File: src/rtl/tlul_pkg.sv
// Shared TL-UL encodings and the response-entry metadata kept per outstanding request.
package tlul_pkg;

   localparam logic [2:0] OP_PUT_FULL        = 3'd0;
   localparam logic [2:0] OP_PUT_PARTIAL     = 3'd1;
   localparam logic [2:0] OP_GET             = 3'd4;
   localparam logic [2:0] OP_ACCESS_ACK      = 3'd0;
   localparam logic [2:0] OP_ACCESS_ACK_DATA = 3'd1;

   typedef struct packed {
      logic [2:0] opcode;
      logic [1:0] size;
      logic       err;
      logic       is_read;
   } rsp_meta_t;

   // Size 3 is rejected separately, so only half-word and word alignment matter here.
   function automatic logic addr_misaligned(input logic [1:0] size, input logic [1:0] addr_lo);
      logic r;
      r = 1'b0;
      if (size == 2'd1) r = addr_lo[0];
      if (size == 2'd2) r = |addr_lo;
      return r;
   endfunction

endpackage

File: src/rtl/tlul_rsp_fifo.sv
// In-order response store; read entries wait for late data through an indexed write port.
module tlul_rsp_fifo
   import tlul_pkg::*;
#(
   parameter int unsigned DEPTH = 2,
   parameter int unsigned SRC_W = 8
) (
   input  logic                     clk_i,
   input  logic                     rst_ni,
   input  logic                     push_i,
   input  rsp_meta_t                push_meta_i,
   input  logic [SRC_W-1:0]         push_src_i,
   output logic [$clog2(DEPTH)-1:0] wptr_o,
   input  logic                     dwr_i,
   input  logic [$clog2(DEPTH)-1:0] dwr_idx_i,
   input  logic [31:0]              dwr_data_i,
   input  logic                     pop_i,
   output logic                     not_full_o,
   output logic                     head_ok_o,
   output rsp_meta_t                head_meta_o,
   output logic [SRC_W-1:0]         head_src_o,
   output logic [31:0]              head_data_o
);
   localparam int unsigned PW = $clog2(DEPTH);
   localparam int unsigned CW = PW + 1;
   localparam logic [CW-1:0] DEPTH_C = CW'(DEPTH);

   rsp_meta_t        meta_q [DEPTH];
   logic [SRC_W-1:0] src_q  [DEPTH];
   logic [31:0]      data_q [DEPTH];
   logic [DEPTH-1:0] ok_q;
   logic [PW-1:0]    wptr_q, rptr_q;
   logic [CW-1:0]    count_q, count_d;
   logic             not_full_q;

   always_comb begin
      count_d = count_q;
      if (push_i && !pop_i) count_d = count_q + 1'b1;
      if (pop_i && !push_i) count_d = count_q - 1'b1;
   end

   always_ff @(posedge clk_i or negedge rst_ni) begin
      if (!rst_ni) begin
         wptr_q     <= '0;
         rptr_q     <= '0;
         count_q    <= '0;
         not_full_q <= 1'b0;
         ok_q       <= '0;
         for (int i = 0; i < DEPTH; i++) begin
            meta_q[i] <= '0;
            src_q[i]  <= '0;
            data_q[i] <= '0;
         end
      end else begin
         count_q    <= count_d;
         // Registered from next count: a pop on a full FIFO opens the slot a cycle later.
         not_full_q <= count_d < DEPTH_C;
         if (push_i) begin
            meta_q[wptr_q] <= push_meta_i;
            src_q[wptr_q]  <= push_src_i;
            data_q[wptr_q] <= '0;
            ok_q[wptr_q]   <= !push_meta_i.is_read;
            wptr_q         <= wptr_q + 1'b1;
         end
         if (dwr_i) begin
            data_q[dwr_idx_i] <= dwr_data_i;
            ok_q[dwr_idx_i]   <= 1'b1;
         end
         if (pop_i) begin
            ok_q[rptr_q] <= 1'b0;
            rptr_q       <= rptr_q + 1'b1;
         end
      end
   end

   assign wptr_o      = wptr_q;
   assign not_full_o  = not_full_q;
   assign head_ok_o   = ok_q[rptr_q];
   assign head_meta_o = meta_q[rptr_q];
   assign head_src_o  = src_q[rptr_q];
   assign head_data_o = data_q[rptr_q];

endmodule

File: src/rtl/tlul_instr_mem_adapter.sv
// TL-UL device adapter in front of the instruction SRAM: decodes A requests, drives the
// memory port and returns in-order D responses, acking writes and errors locally.
module tlul_instr_mem_adapter
   import tlul_pkg::*;
#(
   parameter int unsigned MEM_AW    = 12,
   parameter int unsigned SRC_W     = 8,
   parameter int unsigned RSP_DEPTH = 2
) (
   input  logic              clk_i,
   input  logic              rst_ni,
   input  logic              a_valid_i,
   output logic              a_ready_o,
   input  logic [2:0]        a_opcode_i,
   input  logic [1:0]        a_size_i,
   input  logic [31:0]       a_address_i,
   input  logic [3:0]        a_mask_i,
   input  logic [31:0]       a_data_i,
   input  logic [SRC_W-1:0]  a_source_i,
   output logic              d_valid_o,
   input  logic              d_ready_i,
   output logic [2:0]        d_opcode_o,
   output logic [1:0]        d_size_o,
   output logic [SRC_W-1:0]  d_source_o,
   output logic [31:0]       d_data_o,
   output logic              d_error_o,
   output logic              mem_req_o,
   output logic              mem_we_o,
   output logic [MEM_AW-1:0] mem_addr_o,
   output logic [31:0]       mem_wdata_o,
   output logic [3:0]        mem_wmask_o,
   input  logic [31:0]       mem_rdata_i,
   input  logic              mem_rvalid_i
);
   localparam int unsigned PW = $clog2(RSP_DEPTH);

   logic             accept, is_get, req_err;
   logic [PW-1:0]    wptr, rd_idx_q, rd_idx_d;
   logic             rd_pend_q, rd_pend_d, orphan_q, orphan_d;
   rsp_meta_t        push_meta, head_meta;
   logic [SRC_W-1:0] head_src;
   logic [31:0]      head_data;
   logic             head_ok;

   always_comb begin
      is_get  = a_opcode_i == OP_GET;
      req_err = !(is_get || a_opcode_i == OP_PUT_FULL || a_opcode_i == OP_PUT_PARTIAL)
                || (a_size_i == 2'd3)
                || addr_misaligned(a_size_i, a_address_i[1:0])
                || (|a_address_i[31:MEM_AW+2])
                || (a_opcode_i == OP_PUT_FULL && a_size_i == 2'd2 && a_mask_i != 4'hF);
      accept  = a_valid_i && a_ready_o;

      mem_req_o   = accept && !req_err;
      mem_we_o    = mem_req_o && !is_get;
      mem_addr_o  = a_address_i[MEM_AW+1:2];
      mem_wdata_o = a_data_i;
      mem_wmask_o = is_get ? 4'h0 : a_mask_i;

      push_meta.opcode  = is_get ? OP_ACCESS_ACK_DATA : OP_ACCESS_ACK;
      push_meta.size    = a_size_i;
      push_meta.err     = req_err;
      push_meta.is_read = is_get && !req_err;

      // Memory latency is fixed at one cycle, so only last cycle's read can be pending.
      rd_pend_d = mem_req_o && !mem_we_o;
      rd_idx_d  = rd_pend_d ? wptr : rd_idx_q;
      orphan_d  = orphan_q || (mem_rvalid_i && !rd_pend_q);
   end

   always_ff @(posedge clk_i or negedge rst_ni) begin
      if (!rst_ni) begin
         rd_pend_q <= 1'b0;
         rd_idx_q  <= '0;
         orphan_q  <= 1'b0;
      end else begin
         rd_pend_q <= rd_pend_d;
         rd_idx_q  <= rd_idx_d;
         orphan_q  <= orphan_d;
      end
   end

   tlul_rsp_fifo #(
      .DEPTH (RSP_DEPTH),
      .SRC_W (SRC_W)
   ) u_fifo (
      .clk_i       (clk_i),
      .rst_ni      (rst_ni),
      .push_i      (accept),
      .push_meta_i (push_meta),
      .push_src_i  (a_source_i),
      .wptr_o      (wptr),
      .dwr_i       (mem_rvalid_i && rd_pend_q),
      .dwr_idx_i   (rd_idx_q),
      .dwr_data_i  (mem_rdata_i),
      .pop_i       (d_valid_o && d_ready_i),
      .not_full_o  (a_ready_o),
      .head_ok_o   (head_ok),
      .head_meta_o (head_meta),
      .head_src_o  (head_src),
      .head_data_o (head_data)
   );

   assign d_valid_o  = head_ok;
   assign d_opcode_o = head_meta.opcode;
   assign d_size_o   = head_meta.size;
   assign d_source_o = head_src;
   assign d_error_o  = head_meta.err;
   assign d_data_o   = head_meta.is_read ? head_data : 32'h0;

   // Stray read data is dropped; the sticky flag exposes it.
   a_no_orphan_rvalid: assert property (@(posedge clk_i) disable iff (!rst_ni) !orphan_q);

endmodule

File: config.mk
export PLATFORM = sky130hd
export DESIGN_NAME = tlul_instr_mem_adapter
export DESIGN_NICKNAME = d
export VERILOG_FILES = /design/src/rtl/tlul_pkg.sv /design/src/rtl/tlul_rsp_fifo.sv /design/src/rtl/tlul_instr_mem_adapter.sv
export SDC_FILE = /design/constraint.sdc
export NUM_CORES = 1
export LEC_CHECK = 0
export BUFFER_PORTS_ARGS = -buffer_cell sky130_fd_sc_hd__buf_2
export CAP_MARGIN = 25
export CORE_MARGIN = 2
export CORE_UTILIZATION = 47
export CTS_CLUSTER_DIAMETER = 60
export DETAILED_ROUTE_END_ITERATION = 6
export PLACE_DENSITY = 0.78
export SLEW_MARGIN = 10
export SYNTH_ARGS = -nofsm -noshare
export SYNTH_HDL_FRONTEND = slang
export SYNTH_HIERARCHICAL = 1
export SYNTH_SLANG_ARGS = --single-unit
File: constraint.sdc
create_clock -name clk_i -period 3.78 [get_ports clk_i]
set_input_delay 0 -clock clk_i [delete_from_list [all_inputs] [get_ports clk_i]]
set_output_delay 0 -clock clk_i [all_outputs]
set_load 0.03 [all_outputs]
==> reports/summary.txt <==
Max-Cap Viols = 0
Iter 0 DRT Violations = 274
Vias/cell = 5.382
Asr flop ratio synth = 100.0%
Syn Area/Cell = 12.86 um^2
Placed cell areas = 0.005632 mm^2
CTS Sinks = 103
Share of layout cells above drive strength 1 = 45.23%
CP max FO = 33
Post-Syn Area = 0.005273 mm^2
Placed cell count = 615
Syn Inst Count = 410
Finished Cell Area = 0.006250 mm^2
Worst path bufs/invs = 3
Area leader, netlist = dfrtp_1
Rows = 38
Top-count cell post-synth = dfrtp_1
Post-cts resize count = 0
RSZ-0062 raised after global routing = false
Yosys reg bits = 103
First-pass GRT wire length = 19.50 mm
Clock transition at the registers of the reported paths = 0.10 ns
Synth unique cells = 39
Critical path class = flop to output port
Remaining antenna violation count after routing = 0
Number of global-route vias before repair = 3852
Clk_skew = 0.007987 ns
Share of the clock period used by the worst path = 65.36%
CP max stage delay = 0.68 ns
Critical path's slowest cell = dfrtp_2
# diodes = 0
Hold Vio Cnt, Final = 0
Crit path required time = 3.78 ns
TritonCTS clock tree = built
Die Y = 109.9 um
Die ar. = 0.01208 mm^2
Worst hold path type = input pin to output port
Nature of the critical path endpoint = output port
Area grow syn2layout = 18.53%
DR WL/cell = 18.31 um
Drt pass-1 iters = 4
GRT Util Overall = 21.08%
CP cell instances = buf_4, nand2_1, o21ai_2, buf_8, and2_1, buf_2
Top_reg_cell synth = dfrtp_1
Synth area leaders = dfrtp_1 49%, mux2_2 13%, a22o_1 11%
Hold Buf Count CTS = 43
Postcts setup bufs = 0
Synth cell count leaders = 103 x dfrtp_1, 64 x a22o_1, 59 x mux2_2
Total grt overflow = 0
Initial core utilization = 48.43%
Final non-filler cell total = 675
Max-slew violations = 0
Nets@finish = 650
IO Count = 216
TritonCTS buffer count = 9
Clock Path Buffers = 2
Final Setup Violations = 0
PwrDens = 528.0 mW/mm^2
# H-tree levels = 3
Maximum vdd drop = 256.0 uV
Seq/Total Area, Yosys = 48.88%
Synthesis warning total = 6
Clock Tree Root = clkbuf_8
Die W = 109.9 um
Fmax = 404.7 MHz
Post-DP HPWL = 8.228 mm
Worst setup SP type = flop
Largest net degree at the start of global routing = 55
Total wire length = 12.36 mm
EDFF count, synth = 0
CP Data Arrival Time = 2.47 ns
Area share of the largest cell type after synthesis = 48.88%
GPL Wtd Cong = 0.7111
Initial antenna violation count = 1
Status = complete, no violations
Core area = 0.01089 mm^2
Leak pwr = 3.084 nW
Relative slew slack = 44.48%
Drt drc = 0
Clk Latency, worst-skew pair = 0.35 ns
Worst path top cell family by delay = buffers and inverters
Worst Tran Pin Value = 0.8309 ns
Final min period = 2.471 ns
Vias after detailed routing = 3633
Setup TNS = 0 ns
Worst hold margin = 0.00001024 ns
I/O Buffers = 127
per-layer routing:
layer	track usage [%]	vias up	routed length, um
met5	0	-	13
met4	7.414	2	183
met3	4.446	19	913
met2	35.54	169	6037
met1	26.80	1777	5210
li1	-	1666	-
cells in the final DEF (no fill, tap or decap), drive strengths merged:
cell / n
xnor2: 1
nand2: 6
nand3b: 1
a22oi: 1
nor4: 5
o21a: 1
a211oi: 1
xor2: 3
buf: 134
o21ai: 6
dlygate4sd3: 43
nor4b: 1
nand4: 2
nor3b: 1
inv: 6
o2111ai: 1
clkinv: 1
o2111a: 1
nor2: 4
nor2b: 6
o22a: 1
clkinvlp: 3
and4: 2
mux2: 77
clkbuf: 10
and2: 38
a22o: 64
ha: 2
conb: 4
nor3: 3
or2b: 1
dfrtp: 103
nand3: 2
worst register-to-register path, delay by kind of cell, from the launching register on:
family | cells | cell delay (ns)
AO/OA/AOI/OAI | 1 | 0.27
buffers and inverters | 1 | 0.33
flip-flops | 1 | 0.37
AND/OR/NAND/NOR | 3 | 1.12
sequential cells by signal, summed over array words and instances, names as in the netlist:
name	flops
rd_idx_q	1
u_fifo/data_q	64
rd_pend_q	1
u_fifo/ok_q	2
u_fifo/not_full_o	1
u_fifo/meta_q	14
u_fifo/src_q	16
u_fifo/rptr_q	1
u_fifo/wptr_o	1
u_fifo/count_q	2
cell families after synthesis:
group,synth area share [%]
flip-flops,48.88
multiplexers,17.66
AO/OA/AOI/OAI,12.51
buffers and inverters,10.25
AND/OR/NAND/NOR,9.492
XOR/XNOR,0.6646
adder cells (fa/ha/maj),0.4745
other,0.07112
worst paths after layout:
path,startpoint,endpoint,slack [ns],cells after the start
worst min register to register,u_fifo/count_q[1]$_DFF_PN0_,u_fifo/count_q[1]$_DFF_PN0_,0.50,1
min in group asynchronous,rst_ni,u_fifo/src_q[12]$_DFFE_PN0P_,0.25,2
worst min-delay path,a_data_i[1],mem_wdata_o[1],0.00001,0
max in group asynchronous,rst_ni,u_fifo/data_q[50]$_DFF_PN0_,2.46,3
worst max-delay path,u_fifo/rptr_q$_DFFE_PN0P_,d_data_o[8],1.31,6
worst max register to register,u_fifo/not_full_o$_DFF_PN0_,u_fifo/data_q[39]$_DFF_PN0_,1.57,5
per-stage QoR:
step / power [mW] / setup slack [ns] / util, %
finish: 3.300 / 1.309 / 57.40
global route: 3.477 / 1.113 / 57.40
CTS: 3.334 / 1.196 / 57.26
detailed placement: 2.677 / 1.573 / 51.72
global placement: 2.637 / 1.566 / 51.72
floorplan: 2.469 / 1.579 / -
final cells by class:
type,instances,area (um^2)
fillers,878,4638
clock inverters,6,45.04
clock buffers,10,127.6
well taps,140,175.2
multi-input cells,235,2180
flip-flops and latches,103,2579
repair buffers,177,1129
inverters,4,15.01
where the power goes:
part / switching, mW / internal (mW) / leakage, nW
Combinational: 0.680 / 0.570 / 1.64
Clock: 0.376 / 0.244 / 0.0793
Sequential: 0.147 / 1.28 / 1.36
(Power assumes the default switching activity.)
